--- src/rtl/fetch_pkg.sv ---
// Shared types and defaults for the instruction fetch stage: FSM states,
// next-PC source selection, NOP encoding and default vector/drain depth.
package fetch_pkg;

  typedef enum logic [1:0] {
    RUN,
    DRAIN,
    SERVICE
  } fetch_state_t;

  typedef enum logic [2:0] {
    PC_INC,
    PC_TARGET,
    PC_VECTOR,
    PC_EPC,
    PC_HOLD
  } pc_sel_t;

  localparam logic [31:0] NOP_INSTR            = 32'h0000_0000;
  localparam logic [31:0] DEFAULT_RESET_PC     = 32'h0000_0000;
  localparam logic [31:0] DEFAULT_ISR_VECTOR   = 32'h0000_0080;
  localparam int unsigned DEFAULT_DRAIN_CYCLES = 3;
  localparam int unsigned CNT_W                = 8;

endpackage

--- src/rtl/instruction_fetch_stage_if.sv ---
// Control, instruction-memory and IF/ID signals of the fetch stage.
// The master modport is the fetch stage; slave is the surrounding pipeline.
interface instruction_fetch_stage_if;
  logic [31:0] PC_in;
  logic        Branch_s;
  logic        Stall;
  logic        Flush;
  logic        IE;
  logic        irq;
  logic        leave_isr;
  logic [31:0] imem_addr;
  logic [31:0] imem_rdata;
  logic [31:0] IFID_IR;
  logic [31:0] PC_out;
  logic        ISR;
  logic [31:0] EPC;

  modport master (
    input  PC_in, Branch_s, Stall, Flush, IE, irq, leave_isr, imem_rdata,
    output imem_addr, IFID_IR, PC_out, ISR, EPC
  );

  modport slave (
    output PC_in, Branch_s, Stall, Flush, IE, irq, leave_isr, imem_rdata,
    input  imem_addr, IFID_IR, PC_out, ISR, EPC
  );
endinterface

--- src/rtl/pc_next_mux.sv ---
// Combinational next-PC selection: sequential, redirect target, ISR vector,
// saved return address or hold, prioritised by FSM state and hazard controls.
module pc_next_mux
  import fetch_pkg::*;
#(
  parameter logic [31:0] ISR_VECTOR = DEFAULT_ISR_VECTOR
) (
  input  fetch_state_t state,
  input  logic         branch,
  input  logic         stall,
  input  logic         take_irq,
  input  logic         drain_done,
  input  logic         leave,
  input  logic [31:0]  pc,
  input  logic [31:0]  pc_in,
  input  logic [31:0]  epc,
  output logic [31:0]  pc_next
);

  pc_sel_t sel;

  always_comb begin
    sel = PC_HOLD;
    if (state == DRAIN) begin
      sel = drain_done ? PC_VECTOR : PC_HOLD;
    end else if (state == SERVICE && leave) begin
      sel = PC_EPC;
    end else if (branch) begin
      sel = PC_TARGET;
    end else if (take_irq || stall) begin
      sel = PC_HOLD;
    end else begin
      sel = PC_INC;
    end
  end

  always_comb begin
    pc_next = pc;
    unique case (sel)
      PC_INC:    pc_next = pc + 32'd4;
      PC_TARGET: pc_next = pc_in;
      PC_VECTOR: pc_next = ISR_VECTOR;
      PC_EPC:    pc_next = epc;
      default:   pc_next = pc;
    endcase
  end

endmodule

--- src/rtl/instruction_fetch_stage.sv ---
// Pipeline stage 1: program counter, IF/ID register, and the interrupt
// entry/exit sequencer (drain, vector fetch, return to EPC).
module instruction_fetch_stage
  import fetch_pkg::*;
#(
  parameter logic [31:0] RESET_PC     = DEFAULT_RESET_PC,
  parameter logic [31:0] ISR_VECTOR   = DEFAULT_ISR_VECTOR,
  parameter int unsigned DRAIN_CYCLES = DEFAULT_DRAIN_CYCLES
) (
  input logic                        clk,
  input logic                        rst,
  instruction_fetch_stage_if.master  bus
);

  fetch_state_t     state, state_n;
  logic [CNT_W-1:0] cnt, cnt_n;
  logic [31:0]      pc, pc_n;
  logic [31:0]      ir, ir_n;
  logic [31:0]      pc_out, pc_out_n;
  logic [31:0]      epc, epc_n;
  logic             take_irq;
  logic             drain_done;

  assign take_irq   = (state == RUN) && bus.irq && bus.IE && !bus.Stall;
  assign drain_done = (state == DRAIN) && (cnt == '0) && !bus.Stall;

  pc_next_mux #(.ISR_VECTOR(ISR_VECTOR)) u_pc_next_mux (
    .state      (state),
    .branch     (bus.Branch_s),
    .stall      (bus.Stall),
    .take_irq   (take_irq),
    .drain_done (drain_done),
    .leave      (bus.leave_isr),
    .pc         (pc),
    .pc_in      (bus.PC_in),
    .epc        (epc),
    .pc_next    (pc_n)
  );

  always_ff @(posedge clk) begin
    if (rst) begin
      state  <= RUN;
      cnt    <= '0;
      pc     <= RESET_PC;
      ir     <= NOP_INSTR;
      pc_out <= '0;
      epc    <= '0;
    end else begin
      state  <= state_n;
      cnt    <= cnt_n;
      pc     <= pc_n;
      ir     <= ir_n;
      pc_out <= pc_out_n;
      epc    <= epc_n;
    end
  end

  // A NOP load clears both halves of IF/ID so decode never sees a stale PC.
  always_comb begin
    state_n  = state;
    cnt_n    = cnt;
    ir_n     = ir;
    pc_out_n = pc_out;
    epc_n    = epc;
    unique case (state)
      DRAIN: begin
        ir_n     = NOP_INSTR;
        pc_out_n = '0;
        if (bus.Branch_s) epc_n = bus.PC_in;
        if (!bus.Stall) begin
          if (cnt == '0) state_n = SERVICE;
          else           cnt_n   = cnt - 1'b1;
        end
      end
      default: begin
        if (state == SERVICE && bus.leave_isr) begin
          ir_n     = NOP_INSTR;
          pc_out_n = '0;
          state_n  = RUN;
        end else if (bus.Branch_s) begin
          ir_n     = NOP_INSTR;
          pc_out_n = '0;
        end else if (take_irq) begin
          epc_n    = pc;
          ir_n     = NOP_INSTR;
          pc_out_n = '0;
          cnt_n    = CNT_W'(DRAIN_CYCLES - 1);
          state_n  = DRAIN;
        end else if (bus.Stall || bus.Flush) begin
          if (bus.Flush) begin
            ir_n     = NOP_INSTR;
            pc_out_n = '0;
          end
        end else begin
          ir_n     = bus.imem_rdata;
          pc_out_n = pc + 32'd4;
        end
      end
    endcase
  end

  assign bus.imem_addr = pc;
  assign bus.IFID_IR   = ir;
  assign bus.PC_out    = pc_out;
  assign bus.ISR       = (state == SERVICE);
  assign bus.EPC       = epc;

endmodule

--- src/flat_wrapper.sv ---
// flat-port wrapper written by rule: the top's interface ports become plain ports
module instruction_fetch_stage_flat import fetch_pkg::*;
#(
  parameter logic [31:0] RESET_PC     = DEFAULT_RESET_PC,
  parameter logic [31:0] ISR_VECTOR   = DEFAULT_ISR_VECTOR,
  parameter int unsigned DRAIN_CYCLES = DEFAULT_DRAIN_CYCLES
)
  (clk, rst, bus_PC_in, bus_Branch_s, bus_Stall, bus_Flush, bus_IE, bus_irq, bus_leave_isr, bus_imem_rdata, bus_imem_addr, bus_IFID_IR, bus_PC_out, bus_ISR, bus_EPC);
  instruction_fetch_stage_if bus_i ();
  input logic clk;
  input logic rst;
  input wire logic [$bits(bus_i.PC_in)-1:0] bus_PC_in;
  input wire logic [$bits(bus_i.Branch_s)-1:0] bus_Branch_s;
  input wire logic [$bits(bus_i.Stall)-1:0] bus_Stall;
  input wire logic [$bits(bus_i.Flush)-1:0] bus_Flush;
  input wire logic [$bits(bus_i.IE)-1:0] bus_IE;
  input wire logic [$bits(bus_i.irq)-1:0] bus_irq;
  input wire logic [$bits(bus_i.leave_isr)-1:0] bus_leave_isr;
  input wire logic [$bits(bus_i.imem_rdata)-1:0] bus_imem_rdata;
  output wire logic [$bits(bus_i.imem_addr)-1:0] bus_imem_addr;
  output wire logic [$bits(bus_i.IFID_IR)-1:0] bus_IFID_IR;
  output wire logic [$bits(bus_i.PC_out)-1:0] bus_PC_out;
  output wire logic [$bits(bus_i.ISR)-1:0] bus_ISR;
  output wire logic [$bits(bus_i.EPC)-1:0] bus_EPC;
  assign bus_i.PC_in = bus_PC_in;
  assign bus_i.Branch_s = bus_Branch_s;
  assign bus_i.Stall = bus_Stall;
  assign bus_i.Flush = bus_Flush;
  assign bus_i.IE = bus_IE;
  assign bus_i.irq = bus_irq;
  assign bus_i.leave_isr = bus_leave_isr;
  assign bus_i.imem_rdata = bus_imem_rdata;
  assign bus_imem_addr = bus_i.imem_addr;
  assign bus_IFID_IR = bus_i.IFID_IR;
  assign bus_PC_out = bus_i.PC_out;
  assign bus_ISR = bus_i.ISR;
  assign bus_EPC = bus_i.EPC;
  instruction_fetch_stage #(.RESET_PC(RESET_PC), .ISR_VECTOR(ISR_VECTOR), .DRAIN_CYCLES(DRAIN_CYCLES)) u_core (.clk(clk), .rst(rst), .bus(bus_i));
endmodule
--- config.mk ---
export PLATFORM = sky130hd
export DESIGN_NAME = instruction_fetch_stage_flat
export DESIGN_NICKNAME = d
export VERILOG_FILES = /design/src/rtl/fetch_pkg.sv /design/src/rtl/instruction_fetch_stage_if.sv /design/src/rtl/pc_next_mux.sv /design/src/rtl/instruction_fetch_stage.sv /design/src/flat_wrapper.sv
export SDC_FILE = /design/constraint.sdc
export NUM_CORES = 1
export LEC_CHECK = 0
export ABC_AREA = 1
export CAP_MARGIN = 40
export CORE_MARGIN = 2
export CORE_UTILIZATION = 40
export DETAILED_ROUTE_END_ITERATION = 7
export PLACE_DENSITY_LB_ADDON = 0.2
export REMOVE_ABC_BUFFERS = 1
export SLEW_MARGIN = 15
export SYNTH_ARGS = -nofsm -noshare
export SYNTH_HDL_FRONTEND = slang
export SYNTH_SLANG_ARGS = --single-unit
--- constraint.sdc ---
create_clock -name clk -period 1.73 [get_ports clk]
set_input_delay 0.173 -clock clk [delete_from_list [all_inputs] [get_ports clk]]
set_output_delay 0.173 -clock clk [all_outputs]
set_load 0.005 [all_outputs]
==> impl_metrics.py, run 1 <==
metrics = {
    "run_status": {
        "outcome": "completed",
    },
    "min_path": {
        "holdCritPathClass": "primary input to flip-flop",
    },
    "worst_setup_path": {
        "critPathCaptureType": "output pin",
        "cp.arrival_ns": 1.50,
        "critPathKind": "flip-flop to output pin",
        "required_ns": 1.56,
        "critPathMaxFanout": 8,
        "startpoint_type": "flip-flop",
    },
    "pwr": {
        "ir_worst_vdd_v": 0.000637,
        "seqPwrFrac_pct": 36.4,
        "p_int_mw": 7.02,
        "pwr-share-comb_pct": 26.5,
        "finalPower_mw": 10.0,
        "power.leakage_nw": 4.22,
        "p_sw_share_pct": 29.9,
        "pwr-share-clk_pct": 37.1,
        "netSwitchingPower_mw": 2.99,
        "pwr_density_cell_nw_per_um2": 964,
    },
    "yosys": {
        "synth.most_common_cell": "nand2_1",
        "synthTopCellsByCount": "360 x nand2_1, 138 x dfxtp_1, 112 x a21oi_1",
        "synthesis.area_sq_um": 6860,
        "postSynthAreaPerCell_sq_um": 6.45,
        "synth_seq_area_share_pct": 40.3,
        "synth_compound_area_share_pct": 17.8,
        "synth_xor_area_share_pct": 2.04,
        "synthSimpleGateAreaFrac_pct": 30.2,
        "async_flop_share_pct": 0,
        "synth_flop_cell": "dfxtp_1",
        "synth_top_area_share_pct": 40.3,
        "synth_cell_types": 29,
        "synth.area.mux_share_pct": 0,
        "ys_seq_elements": 138,
        "syn_inst": 1064,
        "synth_edf_count": 0,
        "synthAdderAreaFrac_pct": 0.365,
        "yosysTopAreaCell": "dfxtp_1",
        "yosys_warnings": 0,
        "synth_top_family_by_area": "simple AND/OR/NAND/NOR gates",
        "yosys-top-cells-area": "dfxtp_1 40%, nand2_1 20%, a21oi_1 8.2%, o21ai_0 5.1%, inv_1 5.1%",
    },
    "layout": {
        "n_antenna_cell": 0,
        "area_growth_pct": 51.4,
        "fillCellCount": 1564,
        "post-route-util_pct": 62.2,
        "drive_gt1_share_pct": 11.7,
        "final_cell_area_sq_um": 10400,
        "final_cells": 1545,
        "final_nets": 1386,
    },
    "floorplan": {
        "die_width_microns": 135,
        "die_h_microns": 135,
        "die-area_sq_um": 18200,
        "num_rows": 47,
        "start_util_pct": 41.1,
        "ios": 201,
        "core_sq_um": 16700,
    },
    "drt": {
        "antenna_left": 0,
        "drcViolationCount": 0,
        "drtPass1Iterations": 5,
        "num_vias": 7716,
        "viasPerCell": 4.99,
        "post_drt_wl_per_cell_microns": 14.9,
        "first_iter_violations": 530,
        "wl_microns": 23100,
    },
    "global_routing": {
        "antenna_found_initial": 0,
        "grt_pass1_wl_microns": 36400,
        "overflow": 0,
        "grt_max_degree": 39,
        "track_usage_pct": 25.0,
        "grt_pass1_vias": 7323,
    },
    "sta": {
        "slew-limit-headroom_pct": 77.4,
        "fin_crit_ns": 1.68,
        "hold_viol": 0,
        "timing.final.crit_share_pct": 97.0,
        "finalClockSkew_ns": 0.00817,
        "report.final.slew_viol_count": 0,
        "rsz0062_at_grt": "yes",
        "fmax_mhz": 596,
        "finalSetupTns_ns": 0,
        "tightest_slew_ns": 0.339,
        "setup_violations": 0,
    },
    "placed_design": {
        "placed_cell_area_sq_um": 9620,
        "io_buffer_count": 200,
        "dp_hpwl_microns": 16300,
        "gp_congestion": 0.914,
        "place_inst": 1510,
    },
    "clocking": {
        "cts_root_buf": "clkbuf_16",
        "numCtsBuffers": 17,
        "cts_tree": "built",
        "clock_sinks": 138,
        "clk_latency_ns": 0.43,
        "h-tree-depth": 4,
        "path_clk_slew_ns": 0.06,
        "cts_max_path_buffers": 2,
    },
    "run": {
        "maxCapViolCount": 0,
    },
}
==> critical path, stage by stage (launching register included) <==
cell and delay, ns:
dfxtp_1 0.37, buf_4 0.19, clkdlybuf4s50_1 0.52
==> routing by layer <==
metal  global-route usage (%)  vias up  part of all wire [%]
met5                        0        -                     0
met4                     9.26        0                   2.4
met3                     4.80       44                   5.9
met2                     41.8      242                    48
met1                     32.2     3513                    44
li1                         -     3917                     -
==> final timing paths <==
path                           start                  endpoint  slack [ns]  cells after the start
max          u_core.bus.imem_addr[2]          bus_imem_addr[2]        0.05                      2
min                bus_imem_rdata[5]     u_core.bus.IFID_IR[5]        0.30                      3
max reg2reg            u_core.cnt[0]  u_core.bus.imem_addr[18]        0.07                     10
min reg2reg    u_core.bus.IFID_IR[6]     u_core.bus.IFID_IR[6]        0.46                      2
==> layout make-up <==
cell class	instances	area (sq um)	share of cell area, %
timing repair buffer	284	2790	26.8
clock buffer	25	505	4.87
multi-input combinational	768	3570	34.4
clock inverter	7	87.6	0.843
tap	220	275	2.65
sequential	138	2770	26.6
inverter	103	394	3.79
==> layout by cell type, fill, tap and decap left out, types with 2 or more instances in the layout <==
master and count:
nand3_2 4, nor2_4 3, a21oi_1 110, clkbuf_8 5
dfxtp_2 4, o22ai_1 15, nand3b_1 11, bufinv_16 2
clkbuf_1 3, inv_1 93, inv_4 3, xor2_1 12
clkdlybuf4s50_1 200, buf_12 9, buf_4 71, o21ai_0 69
o21ai_1 21, nor2_2 9, xnor2_1 3, nand4_1 8
nand3_1 36, clkinv_2 4, inv_2 7, buf_6 2
clkbuf_16 19, nand2_2 2, dfxtp_1 134, a31oi_1 13
nand2_1 358, a21oi_2 3, nor2_1 81
==> flip-flops by register name, summed over array words and instances (netlist names) <==
signal	cells
u_core.bus.imem_addr	32
u_core.bus.IFID_IR	32
u_core.state	2
u_core.bus.EPC	32
u_core.cnt	8
u_core.bus.PC_out	32
==> power by group through the flow <==
stage	registers [mW]	clock network, mW	logic, mW
2_1_floorplan	3.74	0	1.05
3_3_place_gp	3.70	0	2.46
3_5_place_dp	3.70	0	2.49
4_1_cts	3.63	3.74	2.52
5_1_grt	3.68	3.88	2.91
6_report	3.65	3.71	2.65
==> kinds of logic after synthesis <==
group | after synthesis
adders and majority gates | 2
buffers and inverters | 158
xor gates and xnor gates | 16
DFF | 138
and+or+nand+nor | 515
AOI/OAI and AO/OA | 235
==> stage by stage <==
step	hold slack (ns)	worst slack (ns)
6_report	0.301	0.0527
3_3_place_gp	0.447	-0.0505
5_1_grt	0.321	-0.0219
4_1_cts	0.295	0.00529
3_5_place_dp	0.454	-0.0893
2_1_floorplan	0.242	-0.934
==> timing repair <==
action / in CTS / in global routing
resized for setup: 5 / 29
buffers inserted: 0 / 1
gates cloned: 0 / 2
endpoints found under the setup margin: 21 / 70
pin swaps: 1 / 5
hold buffers: 0 / 0
hold endpoints to repair: 0 / 0
(Power assumes the default switching activity.)
==> run 2, diff against run 1 <==
--- a/config.mk
+++ b/config.mk
@@ -7,7 +7,6 @@
 export LEC_CHECK = 0
 export ABC_AREA = 1
 export CAP_MARGIN = 40
-export CORE_MARGIN = 2
 export CORE_UTILIZATION = 40
 export DETAILED_ROUTE_END_ITERATION = 7
 export PLACE_DENSITY_LB_ADDON = 0.2
==> constraint.sdc (replaced) <==
create_clock -name clk -period 1.55 [get_ports clk]
set_input_delay 0.155 -clock clk [delete_from_list [all_inputs] [get_ports clk]]
set_output_delay 0.155 -clock clk [all_outputs]
set_load 0.005 [all_outputs]
==> impl_metrics.py, run 2 (synthesized netlist as in run 1, its figures left out) <==
metrics = {
    "run_status": {
        "outcome": "complete, but fails checks",
        "violations": "setup timing",
    },
    "placed_design": {
        "place_inst": 1532,
        "dp_slack_ns": -0.271,
        "gp_congestion": 0.874,
        "dp_hpwl_microns": 16400,
        "io_buffer_count": 200,
    },
    "clocking": {
        "cts_max_path_buffers": 2,
        "clk_latency_ns": 0.43,
        "cts_root_buf": "clkbuf_16",
        "path_clk_slew_ns": 0.06,
        "h-tree-depth": 4,
        "cts_hold_buf": 0,
        "numCtsBuffers": 17,
        "cts_tree": "built",
        "clock_sinks": 138,
    },
    "min_path": {
        "hold_path_depth": 3,
        "hold_end": "u_core.bus.IFID_IR[14]",
        "min-delay-start": "bus_imem_rdata[14]",
        "holdCritPathClass": "primary input to flip-flop",
    },
    "sta": {
        "hold_viol": 0,
        "rsz0062_at_grt": "yes",
        "report.final.slew_viol_count": 0,
        "fmax_mhz": 599,
        "setup_ws_ns": -0.119,
        "finalClockSkew_ns": 0.00636,
        "timing.final.crit_share_pct": 108,
        "tightest_slew_ns": 0.367,
        "setup_violations": 31,
        "slew-limit-headroom_pct": 75.6,
        "fin_crit_ns": 1.67,
    },
    "pwr": {
        "ir_worst_vdd_v": 0.000892,
        "power.leakage_nw": 4.93,
        "pwr_density_cell_nw_per_um2": 1060,
    },
    "layout": {
        "final_cells": 1597,
        "drive_gt1_share_pct": 25.0,
        "multi_input_area_sq_um": 4110,
        "final_nets": 1438,
        "fillCellCount": 1293,
        "final_cell_mix": "343 x nand2_1, 175 x clkdlybuf4s50_1, 102 x dfxtp_1, 96 x buf_4, 95 x a21oi_1",
        "n_antenna_cell": 0,
        "area_growth_pct": 71.5,
        "regArea_sq_um": 2830,
        "layout_commonest_cell": "nand2_1",
    },
    "global_routing": {
        "overflow": 0,
        "grt_pass1_vias": 7858,
        "grt_max_degree": 65,
        "track_usage_pct": 28.6,
        "grt_pass1_wl_microns": 39900,
        "antenna_found_initial": 0,
    },
    "floorplan": {
        "ios": 201,
        "num_rows": 47,
        "die_h_microns": 133,
        "die_width_microns": 133,
        "die-area_sq_um": 17700,
        "start_util_pct": 41.2,
        "core_sq_um": 16600,
    },
    "worst_setup_path": {
        "worst_r2r_path_depth": 11,
        "critPathMaxFanout": 6,
        "required_ns": 1.87,
        "critPathCaptureType": "flip-flop",
        "critPathKind": "flip-flop to flip-flop",
        "startpoint_type": "flip-flop",
        "r2r_end": "u_core.bus.imem_addr[8]",
        "worstReg2RegStart": "u_core.state[1]",
        "cp.arrival_ns": 1.99,
        "ff2ff_setup_slack_ns": -0.12,
    },
    "drt": {
        "post_drt_wl_per_cell_microns": 17.1,
        "drcViolationCount": 0,
        "drtPass1Iterations": 6,
        "antenna_left": 0,
        "num_vias": 8486,
        "viasPerCell": 5.31,
        "wl_microns": 27200,
        "first_iter_violations": 705,
    },
    "run": {
        "maxCapViolCount": 0,
    },
}
==> run 2: per-stage QoR <==
stage	instance area (sq um)	util (%)	TNS (ns)	power (mW)	hold slack (ns)
6_report	11800	70.7	-1.37	12.5	0.280
5_1_grt	11800	70.7	-4.73	13.0	0.287
4_1_cts	11000	65.9	-0.123	11.9	0.279
3_5_place_dp	9820	59.0	-20.06	6.99	0.450
3_3_place_gp	9820	59.0	-14.64	6.95	0.447
2_1_floorplan	6610	-	-113.38	5.35	0.224
==> run 2: how the worst max path moves through the flow <==
| stage | startpoint | to | slack, ns | cells after the start |
|---|---|---|---|---|
| CTS | u_core.state[1] | u_core.bus.imem_addr[3] | -0.02 | 11 |
| finish | u_core.state[1] | u_core.bus.imem_addr[8] | -0.12 | 11 |
| global route | u_core.bus.imem_addr[3] | u_core.bus.imem_addr[7] | -0.17 | 10 |
| global placement | bus_leave_isr | u_core.bus.imem_addr[8] | -0.21 | 9 |
| detailed placement | bus_Stall | u_core.bus.EPC[13] | -0.27 | 7 |
| floorplan | u_core.state[0] | u_core.bus.imem_addr[17] | -1.11 | 7 |
==> run 2: routing by layer <==
metal | vias up | global-route usage, % | wire [microns]
met2 | 420 | 47.6 | 13100
met3 | 86 | 6.25 | 2260
met1 | 3946 | 35.5 | 10900
li1 | 4034 | - | -
met4 | 0 | 12.1 | 984
met5 | - | 0 | 0
==> run 2: critical path, stage by stage, from the launching register on <==
cell and delay (ns):
dfxtp_4 0.38, inv_2 0.07, nand2_4 0.07, nand2_4 0.11, nand2_4 0.06, a21oi_4 0.19, nand2_8 0.15, clkbuf_16 0.21
o21ai_2 0.13, inv_1 0.06, nand2_1 0.08, inv_1 0.04
==> run 2: cell type report <==
type | instances | area share [%]
clock buffer | 23 | 4.32
clock inverter | 9 | 1.34
inverter | 103 | 3.52
multi-input combinational | 768 | 34.9
sequential | 138 | 24.0
tap | 220 | 2.34
timing repair buffer | 335 | 29.4
timing repair inverter | 1 | 0.138
==> run 2: timing repair <==
action	4_1_cts	5_1_grt
pin swaps	8	31
endpoints found under the setup margin	157	152
resized for setup	96	212
cloned	5	8
setup buffers	18	10
==> run 2: power by group <==
group	total, mW	internal [mW]	switching, mW
Sequential	4.13	3.86	0.275
Clock	4.59	2.96	1.63
Combinational	3.79	1.83	1.96
Total	12.5	8.65	3.86
